<file path="src/rtl/uart_apb_pkg.sv">
// uart_apb_pkg: register map, status/control bit positions and FSM encodings shared by
// the uart_apb master and its transfer engine.
package uart_apb_pkg;
   localparam logic [31:0] CTRL_OFF    = 32'h0;
   localparam logic [31:0] STATS_OFF   = 32'h4;
   localparam logic [31:0] TX_DATA_OFF = 32'h8;
   localparam logic [31:0] RX_DATA_OFF = 32'hC;
   localparam int TX_FULL_BIT  = 0;
   localparam int RX_AVAIL_BIT = 1;
   localparam int TX_EN_BIT    = 0;
   localparam int RX_EN_BIT    = 1;
   typedef enum logic [2:0] {S_INIT, S_IDLE, S_POLL, S_DECIDE, S_TX_WR, S_RX_RD} sched_state_t;
   typedef enum logic [1:0] {X_IDLE, X_SETUP, X_ACCESS} xfer_state_t;
endpackage

</file>
<file path="src/rtl/apb_master_xfer.sv">
// apb_master_xfer: runs one APB transfer per start (SETUP, then ACCESS until pready);
// done/rdata/slverr are valid in the completing ACCESS cycle.
module apb_master_xfer
   import uart_apb_pkg::*;
(
   input  logic        clk,
   input  logic        rst_n,
   input  logic        start,
   input  logic [31:0] addr,
   input  logic [31:0] wdata,
   input  logic        write,
   output logic        idle,
   output logic        done,
   output logic [31:0] rdata,
   output logic        slverr,
   output logic [31:0] paddr,
   output logic        psel,
   output logic        penable,
   output logic        pwrite,
   output logic [31:0] pwdata,
   input  logic [31:0] prdata,
   input  logic        pready,
   input  logic        pslverr
);
   xfer_state_t state, state_nxt;
   always_ff @(posedge clk or negedge rst_n) begin
      if (!rst_n) state <= X_IDLE;
      else state <= state_nxt;
   end
   always_ff @(posedge clk or negedge rst_n) begin
      if (!rst_n) begin
         paddr  <= '0;
         pwdata <= '0;
         pwrite <= 1'b0;
      end else if (start && state == X_IDLE) begin
         paddr  <= addr;
         pwdata <= wdata;
         pwrite <= write;
      end
   end
   always_comb begin
      state_nxt = state;
      case (state)
         X_IDLE:   state_nxt = start ? X_SETUP : X_IDLE;
         X_SETUP:  state_nxt = X_ACCESS;
         X_ACCESS: state_nxt = pready ? X_IDLE : X_ACCESS;
         default:  state_nxt = X_IDLE;
      endcase
   end
   assign idle    = state == X_IDLE;
   assign psel    = state != X_IDLE;
   assign penable = state == X_ACCESS;
   assign done    = penable && pready;
   assign rdata   = prdata;
   assign slverr  = pslverr;
endmodule

</file>
<file path="src/rtl/uart_apb_sched.sv">
// uart_apb_sched: APB master that enables uart_apb, polls STATS, feeds TX from two
// round-robin requesters and drains RX bytes into a one-entry output buffer.
module uart_apb_sched
   import uart_apb_pkg::*;
#(
   parameter int unsigned POLL_CYCLES = 64,
   parameter logic [31:0] CTRL_INIT   = 32'((1 << TX_EN_BIT) | (1 << RX_EN_BIT)),
   parameter logic [31:0] BASE_ADDR   = 32'h0
)(
   input  logic        PCLK,
   input  logic        PRESETn,
   output logic [31:0] m_paddr,
   output logic        m_psel,
   output logic        m_penable,
   output logic        m_pwrite,
   output logic [31:0] m_pwdata,
   input  logic [31:0] m_prdata,
   input  logic        m_pready,
   input  logic        m_pslverr,
   input  logic        req0_valid,
   input  logic [7:0]  req0_data,
   output logic        req0_ready,
   input  logic        req1_valid,
   input  logic [7:0]  req1_data,
   output logic        req1_ready,
   output logic        rx_valid,
   output logic [7:0]  rx_data,
   input  logic        rx_ready,
   output logic        init_done,
   output logic        err
);
   localparam int TW = $clog2(POLL_CYCLES + 1);
   sched_state_t state, state_nxt;
   logic [TW-1:0] timer;
   logic rr, gnt, tx_full, rx_avail, any_req, win;
   logic [7:0] tx_byte;
   logic x_start, x_idle, x_done, x_slverr, x_write;
   logic [31:0] x_addr, x_wdata, x_rdata;
   assign any_req = req0_valid | req1_valid;
   assign win     = (req0_valid && req1_valid) ? rr : req1_valid;
   // a new transfer is launched whenever a bus state finds the engine idle, which also retries INIT
   assign x_start = x_idle && (state inside {S_INIT, S_POLL, S_TX_WR, S_RX_RD});
   assign x_write = state == S_INIT || state == S_TX_WR;
   assign x_wdata = state == S_INIT ? CTRL_INIT : {24'h0, tx_byte};
   assign x_addr  = BASE_ADDR + (state == S_INIT ? CTRL_OFF :
                                 state == S_POLL ? STATS_OFF :
                                 state == S_TX_WR ? TX_DATA_OFF : RX_DATA_OFF);
   apb_master_xfer u_xfer (
      .clk(PCLK), .rst_n(PRESETn), .start(x_start), .addr(x_addr), .wdata(x_wdata),
      .write(x_write), .idle(x_idle), .done(x_done), .rdata(x_rdata), .slverr(x_slverr),
      .paddr(m_paddr), .psel(m_psel), .penable(m_penable), .pwrite(m_pwrite),
      .pwdata(m_pwdata), .prdata(m_prdata), .pready(m_pready), .pslverr(m_pslverr)
   );
   always_ff @(posedge PCLK or negedge PRESETn) begin
      if (!PRESETn) state <= S_INIT;
      else state <= state_nxt;
   end
   always_comb begin
      state_nxt = state;
      case (state)
         S_INIT:   if (x_done) state_nxt = x_slverr ? S_INIT : S_IDLE;
         S_IDLE:   if (any_req || timer == TW'(POLL_CYCLES - 1)) state_nxt = S_POLL;
         S_POLL:   if (x_done) state_nxt = x_slverr ? S_IDLE : S_DECIDE;
         S_DECIDE: state_nxt = (rx_avail && !rx_valid) ? S_RX_RD :
                               (!tx_full && any_req) ? S_TX_WR : S_IDLE;
         S_TX_WR:  if (x_done) state_nxt = S_IDLE;
         S_RX_RD:  if (x_done) state_nxt = S_IDLE;
         default:  state_nxt = S_INIT;
      endcase
   end
   always_ff @(posedge PCLK or negedge PRESETn) begin
      if (!PRESETn) begin
         timer      <= '0;
         rr         <= 1'b0;
         gnt        <= 1'b0;
         tx_full    <= 1'b0;
         rx_avail   <= 1'b0;
         tx_byte    <= '0;
         rx_valid   <= 1'b0;
         rx_data    <= '0;
         init_done  <= 1'b0;
         err        <= 1'b0;
         req0_ready <= 1'b0;
         req1_ready <= 1'b0;
      end else begin
         timer      <= (state == S_IDLE && state_nxt == S_IDLE) ? timer + 1'b1 : '0;
         req0_ready <= 1'b0;
         req1_ready <= 1'b0;
         if (x_done && x_slverr) err <= 1'b1;
         if (rx_valid && rx_ready) rx_valid <= 1'b0;
         if (state == S_DECIDE) begin
            gnt     <= win;
            tx_byte <= win ? req1_data : req0_data;
         end
         if (x_done && !x_slverr) begin
            if (state == S_INIT) init_done <= 1'b1;
            if (state == S_POLL) {rx_avail, tx_full} <= {x_rdata[RX_AVAIL_BIT], x_rdata[TX_FULL_BIT]};
            if (state == S_TX_WR) begin
               req0_ready <= !gnt;
               req1_ready <= gnt;
               rr         <= !gnt;
            end
            if (state == S_RX_RD) begin
               rx_data  <= x_rdata[7:0];
               rx_valid <= 1'b1;
            end
         end
      end
   end
endmodule
</file>
<file path="config.mk">
export PLATFORM = sky130hd
export DESIGN_NAME = uart_apb_sched
export DESIGN_NICKNAME = d
export VERILOG_FILES = /design/src/rtl/uart_apb_pkg.sv /design/src/rtl/apb_master_xfer.sv /design/src/rtl/uart_apb_sched.sv
export SDC_FILE = /design/constraint.sdc
export NUM_CORES = 1
export LEC_CHECK = 0
export CORE_MARGIN = 3
export CORE_UTILIZATION = 30
export DETAILED_ROUTE_END_ITERATION = 8
export PLACE_DENSITY = 0.61
export SYNTH_ARGS = -nofsm -noshare
export SYNTH_HDL_FRONTEND = slang
export SYNTH_SLANG_ARGS = --single-unit
</file>
<file path="constraint.sdc">
create_clock -name PCLK -period 3.3 [get_ports PCLK]
set_clock_uncertainty 0.2 [all_clocks]
set_input_delay 0.825 -clock PCLK [delete_from_list [all_inputs] [get_ports PCLK]]
set_output_delay 0.825 -clock PCLK [all_outputs]
set_load 0.03 [all_outputs]
</file>
After elaboration in Yosys (flattened, before gate mapping):

Cells that the tools add are included.

* register bits: 102

* $add $sub $neg: 1
* equal/unequal tests: 9
* muxes and demuxes: 26
* bitwise gates (word level): 1
* reduce and logical (&&, ||, !) cells: 25

Operators with widths (count)
* 3-bit two-way mux: 7
* 8-bit two-way mux: 2
* 3-bit case mux with 5 select lines: 1
* 1-bit logical AND: 10
* 1-bit two-way mux: 10
* 4-bit two-way mux: 2
* 2-bit AND reduction: 4
* 7-bit by 1-bit adder with 7-bit output, second input constant: 1
* 7-bit by 6-bit == test with 1-bit output, second input constant: 1
* 7-bit two-way mux: 1
* 3-bit by 1-bit == test with 1-bit output, second input constant: 2
* 3-bit by 2-bit == test with 1-bit output, second input constant: 2
* 3-bit == test, second input constant: 2
* 2-bit case mux with 3 select lines: 1
* 1-bit zero test: 4
* 2-bit two-way mux: 2
* 4-bit nonzero test: 1
* 3-bit zero test: 1
* 2-bit by 1-bit == test with 1-bit output, second input constant: 1
* 2-bit == test, second input constant: 1
* 2-bit zero test: 1
* 1-bit logical OR: 2
* 2-bit nonzero test: 1
* 2-bit OR reduction: 1
* 1-bit bitwise OR: 1

Depth between registers and ports, before layout:

Gate-level depths: netlist (run 1).

* depth after elaboration: 8
* gate-level depth with buffers: 6

Hierarchy:

Synthesis (run 1) repeated with hierarchy kept, for this count alone.

* cell total of the unflattened synthesis: 321
* area, all modules: 4331.7 um^2

Modules (own cells, without submodules)
* apb_master_xfer: times used 1, cells an instance 179, area an instance 2766.4 um^2
* uart_apb_sched: times used 1, cells an instance 142, area an instance 1565.3 um^2

Least setup slack after synthesis (run 1):

No wires, ideal clock.

* path type: input -> register
* start: in req0_valid
* end: reg timer[5]
* library setup time: 73 ps
* data arrival time: 1801 ps
* setup slack: 1226 ps
* stages on the path: 3
* buffers on the path: 0
* cells stage by stage: or4b_1 a211o_1 a21oi_2

* longest elaborated chain between the ends: 8
* elaborated cells between the ends (all ways): 10
* those cells by class: eq/ne: 1; mux: 5; bitwise: 1; reduce/logical: 3

Ends and longest elaborated chain
* start, declared: line uart_apb_sched.sv:20 `input logic req0_valid,`
* 1-bit bitwise OR (*): line uart_apb_sched.sv:39 `assign any_req = req0_valid | req1_valid;`
* 1-bit logical AND: line uart_apb_sched.sv:65 `(!tx_full && any_req) ? S_TX_WR : S_IDLE;`
* 3-bit two-way mux: line uart_apb_sched.sv:65
* 3-bit two-way mux: line uart_apb_sched.sv:64 `S_DECIDE: state_nxt = (rx_avail && !rx_valid) ? S_RX_RD :`
* 3-bit case mux with 5 select lines (*): line uart_apb_sched.sv:60 `case (state)`
* 3-bit by 1-bit == test with 1-bit output (*): line uart_apb_sched.sv:86 `timer <= (state == S_IDLE && state_nxt == S_IDLE) ? timer + 1'b1 : '0;`
* 1-bit logical AND (*): line uart_apb_sched.sv:86
* 7-bit two-way mux (*): line uart_apb_sched.sv:86
* end signal, assigned: line uart_apb_sched.sv:86
* end, declared: line uart_apb_sched.sv:34 `logic [TW-1:0] timer;`

Every way passes the cells marked *; elsewhere a longest branch is shown, timed or not.
A chain may end at the register's enable or synchronous reset.

Worst setup path in the final report (run 1):

* start: reg u_xfer.state[0]
* end: out m_psel

* longest elaborated chain between the ends: 1

Ends and longest elaborated chain
* start, declared: line apb_master_xfer.sv:25 `xfer_state_t state, state_nxt;`
* start signal, assigned: line apb_master_xfer.sv:28 `else state <= state_nxt;`
* 2-bit nonzero test: line apb_master_xfer.sv:51 `assign psel = state != X_IDLE;`
* end, declared: line uart_apb_sched.sv:13 `output logic m_psel,`

Every way passes these cells.

==> results of run 1 <==
-- area by class of cell --
cell class,instances,area share [%]
Timing Repair Buffer,60,18.7
Tap cell,105,4.19
Sequential cell,48,38.4
Inverter,10,1.20
Clock inverter,2,0.519
Multi-Input combinational cell,179,34.7
Clock buffer,6,2.32
-- critical path: stages, from the launching register on --
cell	delay, ps
sky130_fd_sc_hd__dfrtp_1	430
sky130_fd_sc_hd__nor2_1	250
sky130_fd_sc_hd__inv_1	90
sky130_fd_sc_hd__clkdlybuf4s50_1	600
-- metrics by stage --
step / std cells / utilization (%) / area [um2] / worst slack, ps
after floorplan: 299 / - / 2770 / 1230
after global placement: 402 / 36.8 / 3040 / 676
after detailed placement: 402 / 36.8 / 3040 / 655
after CTS: 410 / 37.9 / 3130 / 599
after global routing: 410 / 37.9 / 3130 / 501
final: 410 / 37.9 / 3130 / 612
-- metal layers --
metal  GRT usage, %  routed length [um]  part of all wire (%)  vias to the layer above
li1               -                   -                     -                      853
met1           14.0                2280                    47                      804
met2           15.6                2220                    46                       71
met3           2.12                 319                   6.6                        2
met4           2.21                  38                  0.78                        0
met5              0                   0                     0                        -
-- cells in the final DEF, fill, tap and decap left out, types with 4 or more instances in the layout --
cell type                          n
sky130_fd_sc_hd__o21ai_0          10
sky130_fd_sc_hd__dfrtp_1          48
sky130_fd_sc_hd__nor2b_1          11
sky130_fd_sc_hd__buf_4             4
sky130_fd_sc_hd__inv_1            10
sky130_fd_sc_hd__clkdlybuf4s50_1  55
sky130_fd_sc_hd__conb_1           54
sky130_fd_sc_hd__mux2_2           17
sky130_fd_sc_hd__a31oi_1           9
sky130_fd_sc_hd__clkbuf_8          5
sky130_fd_sc_hd__nand3b_1          8
sky130_fd_sc_hd__nor2_1           22
-- kinds of logic (layout without fill, tap and decap cells) --
| kind of cell | count (synthesis) | after routing | share of synthesized area (%) |
|---|---|---|---|
| compound gates | 36 | 36 | 9.49 |
| xor+xnor | 3 | 3 | 1.02 |
| fa+ha+maj | 1 | 1 | 0.487 |
| buf+inv | 72 | 78 | 18.7 |
| flops | 48 | 48 | 46.7 |
| mux | 20 | 20 | 8.62 |
| other cells | 1 | 54 | 0.146 |
| simple gates | 65 | 65 | 14.8 |
-- power groups by stage --
| stage | clock network, W | logic [W] | registers [W] |
|---|---|---|---|
| after floorplan | 0 | 0.000601 | 0.000972 |
| after global routing | 0.000387 | 0.00102 | 0.000907 |
| final | 0.000348 | 0.000936 | 0.000878 |
| after detailed placement | 0 | 0.000943 | 0.000891 |
| after CTS | 0.000361 | 0.000945 | 0.000880 |
| after global placement | 0 | 0.000936 | 0.000886 |
-- state kept, by name, summed over array words and instances (netlist names) --
signal and cells:
state 3, u_xfer.pwdata 8, u_xfer.paddr 2, u_xfer.state 2
rx_avail 1, gnt 1, init_done 1, tx_byte 8
req0_ready 1, rr 1, timer 7, req1_ready 1
rx_data 8, u_xfer.pwrite 1, rx_valid 1, tx_full 1
err 1
-- worst max path at each step --
| stage | start | endpoint | slack (ps) | cells after the start |
|---|---|---|---|---|
| finish | u_xfer.state[0] | m_psel | 610 | 3 |
| global route | u_xfer.state[0] | m_psel | 500 | 3 |
| CTS | u_xfer.state[0] | m_psel | 600 | 3 |
| detailed placement | req0_valid | state[0] | 660 | 4 |
| global placement | req0_valid | state[0] | 680 | 4 |
| floorplan | req0_valid | timer[5] | 1230 | 3 |
==> results by group, run 1 <==
Run status
  – Status: complete, no violations

Place
  – RePlAce Congestion: 0.780
  – Hpwl dp: about 3.7 mm
  – Number of input and output port buffers inserted: 56

STA
  – Number of max-slew violations in the final report: 0
  – Final period utilization: 81.4%
  – Max transition margin: 60.3%
  – Transition time at the pin with the least slew margin: 596 ps
  – Number of hold violations in the final report: 0
  – Achievable Freq: around 0.37 GHz
  – Setup repair after global routing missed its margin: false
  – Final worst path period need: 2690 ps
  – Endpoints failing setup: 0
  – Final Hold Slack: a little over 200 ps
  – Final TNS setup: 0 ps

Layout
  – Sequential cell area: 1200 um2
  – Layout Nets: 360
  – Antenna diode count: 0
  – Area of combinational cells with multiple inputs: around 1100 um2
  – Proportion of layout cells with a drive suffix above 1: 11.5%
  – Area growth syn-to-layout: 21.9%
  – Fill cell instance count of the final layout: 835

Power
  – Peak supply drop: 0.000371 V
  – P_leak: 1.44 nW
  – Reg power frac: between 40% and 50%
  – Psw: between 0.0008 and 0.0009 W
  – Clock network power share: 16.1%
  – Internal power of the cells: 0.00131 W
  – Power per unit of standard cell area: about 690 nW/um2
  – Post-route total power: 0.00216 W
  – Comb power frac: 43.3%
  – Proportion of total power due to net switching: 39.2%

Clock network
  – Maximum buffer depth of the clock tree: 2
  – Clock root buffer master: sky130_fd_sc_hd__clkbuf_8
  – Hold-fix buffer count after cts: 0
  – TritonCTS clock tree: done
  – Number of post-CTS setup repair buffers: 0
  – Post-CTS resize count: 0
  – Total CTS buffers: 5
  – Clock latency of the later-clocked register in the worst-skew pair: 290 ps
  – Count of clock tree sinks: 48
  – Htree depth: 2
  – Clock slew seen by the registers of the worst setup and hold paths: 90 ps

Worst setup path
  – Data arrival time of the critical path: approximately 1700 ps
  – Endpoint of the most critical register-to-register path: gnt
  – Worst path required time: 2270 ps
  – Number of cells on the worst reg-to-reg path: 2
  – Element type at the critical path start: flip-flop
  – R2R setup slack: about 1400 ps
  – Critical path fanouts, max: 5
  – Worst flop-to-flop path startpoint: state[1]
  – Worst setup path class: flip-flop to output port
  – Setup crit end kind: output port

Floorplanning
  – Row cnt: 33
  – Core Box Area: 8260 um2
  – Top-level I/O count: 135
  – Die width: a little under 100 um
  – Die Area: 9710 um2
  – Chip Height: 98.6 um
  – Initial cell density of the core: a little under a third

Detailed routing
  – Drt first pass iters: 4
  – Number of DRC markers after the initial detailed-route iteration: 80
  – Detail Route Antenna Nets: 0
  – Vias: between 1500 and 2000
  – Wirelength, routed: 4.86 mm
  – Post-route DRC: 0
  – Ratio of routed vias to standard cells: 4.22
  – Wirelength per Cell: 11.8 um

Global routing
  – Wire length of the first global-routing pass: 7.95 mm
  – Antenna violations before repair: 0
  – Remaining global-route overflow: 0
  – Number of global-route vias before repair: 1671
  – Total track usage: under 10%
  – Pin count of the biggest net entering global routing: 36

Yosys
  – Mapped Avg Cell Area: 10.4 um2
  – Top_reg_cell synth: sky130_fd_sc_hd__dfrtp_1
  – Leading cell type by number of instances after synthesis: sky130_fd_sc_hd__buf_4
  – Synth cell types: 45
  – Most area-consuming cells after synthesis: sky130_fd_sc_hd__dfrtp_1, sky130_fd_sc_hd__buf_4, sky130_fd_sc_hd__mux2_2
  – Most instantiated cells after synthesis: sky130_fd_sc_hd__buf_4, sky130_fd_sc_hd__dfrtp_1, sky130_fd_sc_hd__nor2_1, sky130_fd_sc_hd__mux2_2, sky130_fd_sc_hd__nor2b_1
  – Post-synth EDFFs: 0
  – Gate count after technology mapping: 246
  – Proportion of netlist area held by the largest area contributor: between 40% and 50%
  – Yosys warning total: 0
  – Part of the Yosys area used for sequential elements: 46.7%
  – Most area-hungry cell type in the Yosys netlist: sky130_fd_sc_hd__dfrtp_1
  – Post-Syn Area: 2570 um2
  – Count of state elements after synthesis: 48
  – Share of synthesized registers carrying an async set or reset: 100%

Run
  – Max Cap Viol: 0

Hold path
  – Hold Path Class: primary input to asynchronous set/reset pin
No activity file was read; power rests on OpenSTA's default activity.
==> run 2, diff against run 1 <==
PLACE_DENSITY = 0.63   (was 0.61)
clock period = 2.25 ns   (was 3.3 ns; I/O delays follow)
==> results by group, run 2 (synthesis results as in run 1) <==
Run status
  – Status: complete, no violations (unchanged)

Worst setup path
  – Ordered list of cells on the worst path: clkdlybuf4s50_1 (was nor2_1 > inv_1 > clkdlybuf4s50_1)
  – Worst path required time: 1490 ps (was 2270 ps)
  – Element type at the critical path start: flip-flop (unchanged)
  – Worst setup path class: flip-flop to output port (unchanged)
  – Critical path fanouts, max: 3 (was 5)
  – Delay of the slowest critical-path stage: 680 ps (was 600 ps)
  – Worst path bufs/invs: 1 (was 2)
  – Data arrival time of the critical path: 1360 ps (was 1660 ps)
  – Family of cells with the greatest summed delay on the critical path: buffers and inverters (unchanged)
  – Standard cell with the maximum stage delay on the critical path: sky130_fd_sc_hd__clkdlybuf4s50_1 (unchanged)
  – Setup crit end kind: output port (unchanged)

Floorplanning
  – Die width: 98.6 um (unchanged)
  – Top-level I/O count: 135 (unchanged)
  – Core Box Area: 8260 um2 (unchanged)
  – Chip Height: 98.6 um (unchanged)
  – Die Area: 9710 um2 (unchanged)
  – Initial cell density of the core: 31.1% (unchanged)
  – Row cnt: 33 (unchanged)

Clock network
  – Clock root buffer master: sky130_fd_sc_hd__clkbuf_8 (unchanged)
  – Number of post-CTS setup repair buffers: 0 (unchanged)
  – Clock latency of the later-clocked register in the worst-skew pair: 300 ps (was 290 ps)
  – Maximum buffer depth of the clock tree: 2 (unchanged)
  – TritonCTS clock tree: done (unchanged)
  – Htree depth: 2 (unchanged)
  – Count of clock tree sinks: 48 (unchanged)
  – Clock slew seen by the registers of the worst setup and hold paths: 90 ps (about the same)
  – Total CTS buffers: 5 (unchanged)

Global routing
  – Remaining global-route overflow: 0 (unchanged)
  – Pin count of the biggest net entering global routing: 40 (was 36)
  – Number of global-route vias before repair: 1660 (was 1671)
  – Antenna violations before repair: 0 (unchanged)
  – Wire length of the first global-routing pass: 8.20 mm (was 7.95 mm)
  – Total track usage: 10.4% (was 9.88%)

Layout
  – Largest registers: rx_data: 8 flops, tx_byte: 8 flops, u_xfer.pwdata: 8 flops (unchanged)
  – Final core utilization: 38.8% (was 37.9%)
  – Most frequent cells in the layout: sky130_fd_sc_hd__conb_1, sky130_fd_sc_hd__clkdlybuf4s50_1, sky130_fd_sc_hd__dfrtp_1 (was sky130_fd_sc_hd__clkdlybuf4s50_1, sky130_fd_sc_hd__conb_1, sky130_fd_sc_hd__dfrtp_1)
  – Antenna diode count: 0 (unchanged)
  – Layout Nets: 368 (was 360)
  – Fin cells: 418 (was 410)
  – Area growth syn-to-layout: 24.7% (was 21.9%)
  – Proportion of layout cells with a drive suffix above 1: 13.4% (was 11.5%)
  – Most common cell after layout, fill and taps aside: sky130_fd_sc_hd__conb_1 (was sky130_fd_sc_hd__clkdlybuf4s50_1)

STA
  – Final worst path period need: between 2000 and 2500 ps
  – Number of max-slew violations in the final report: 0 (unchanged)
  – Setup repair after global routing missed its margin: false (unchanged)
  – Achievable Freq: 0.471 GHz
  – Transition time at the pin with the least slew margin: 547 ps (was 596 ps)
  – Endpoints failing setup: 0 (unchanged)
  – Worst setup margin: 126 ps (was 612 ps)
  – Number of hold violations in the final report: 0 (unchanged)
  – Final period utilization: 94.4%
  – Max transition margin: 63.4% (was 60.3%)

Place
  – RePlAce Congestion: 0.792 (was 0.780)
  – Dpl ws: -91.1 ps (was 655 ps)
  – Number of input and output port buffers inserted: 56 (unchanged)
  – Cell total after placement: 409 (was 402)
  – Hpwl dp: 3.86 mm (was 3.71 mm)

Detailed routing
  – Detail Route Antenna Nets: 0 (unchanged)
  – Number of DRC markers after the initial detailed-route iteration: 88 (was 80)
  – Vias: 1790 (was 1730)
  – Drt first pass iters: 4 (unchanged)
  – Wirelength per Cell: 12.0 um (was 11.8 um)
  – Post-route DRC: 0 (unchanged)
  – Ratio of routed vias to standard cells: 4.28 (was 4.22)
  – Wirelength, routed: 5.01 mm (was 4.86 mm)

Power
  – Peak supply drop: 0.000386 V (was 0.000371 V)
  – P_leak: 1.48 nW (was 1.44 nW)
  – Power per unit of standard cell area: 1000 nW/um2 (was 690 nW/um2)

Run
  – Max Cap Viol: 0 (unchanged)

Hold path
  – Hold Path Class: flip-flop to flip-flop (was primary input to asynchronous set/reset pin)
[run 2: cell count changes in the layout (fill, tap and decap cells not counted), sizes merged]
cell / delta
clkdlybuf4s50: -2
dlygate4sd3: +1
buf: +7
dlygate4sd2: +2
[run 2: path summary, 6_finish.rpt]
kind,start,endpoint,slack [ps],cells after the start
max,u_xfer.paddr[3],m_paddr[3],130,1
max in group asynchronous,PRESETn,timer[5],910,3
min reg2reg,timer[0],timer[0],270,1
max reg2reg,state[0],u_xfer.pwdata[4],310,3
min,timer[0],timer[0],270,1
min in group asynchronous,PRESETn,u_xfer.pwdata[3],450,2
[run 2: power by group]
part | internal (W) | switching [W] | leakage, nW
Sequential | 0.00110 | 0.000186 | 0.605
Combinational | 0.000628 | 0.000780 | 0.837
Clock | 0.000222 | 0.000294 | 0.0414
Total | 0.00195 | 0.00126 | 1.48
[run 2: what timing repair did]
action,CTS,global route
setup endpoints to repair,2,0
endpoints found under the hold margin,9,0
resized for setup,2,0
hold buffers,1,0
[run 2: final cells by class]
class,instances,area (um2)
Fill cell,826,5050
Sequential cell,48,1200
Multi-Input combinational cell,179,1090
Timing Repair Buffer,68,658
Tap cell,105,131
Clock buffer,6,72.6
Inverter,10,37.5
Clock inverter,2,16.3
[run 2: layer usage]
layer,global-route usage (%),vias up,wire (um)
met5,0,-,0
met4,5.15,0,148
met3,2.62,11,317
met2,15.4,73,2330
met1,14.2,841,2210
li1,-,865,-
[run 2: metrics by stage]
step           total power (W)  setup TNS [ps]  hold slack, ps  area (um2)
3_3_place_gp           0.00271            -683             241        3110
2_1_floorplan          0.00231               0            66.9        2770
3_5_place_dp           0.00273            -551             247        3110
6_report               0.00321               0             269        3200
5_1_grt                0.00343               0             288        3200
4_1_cts                0.00324               0             268        3200
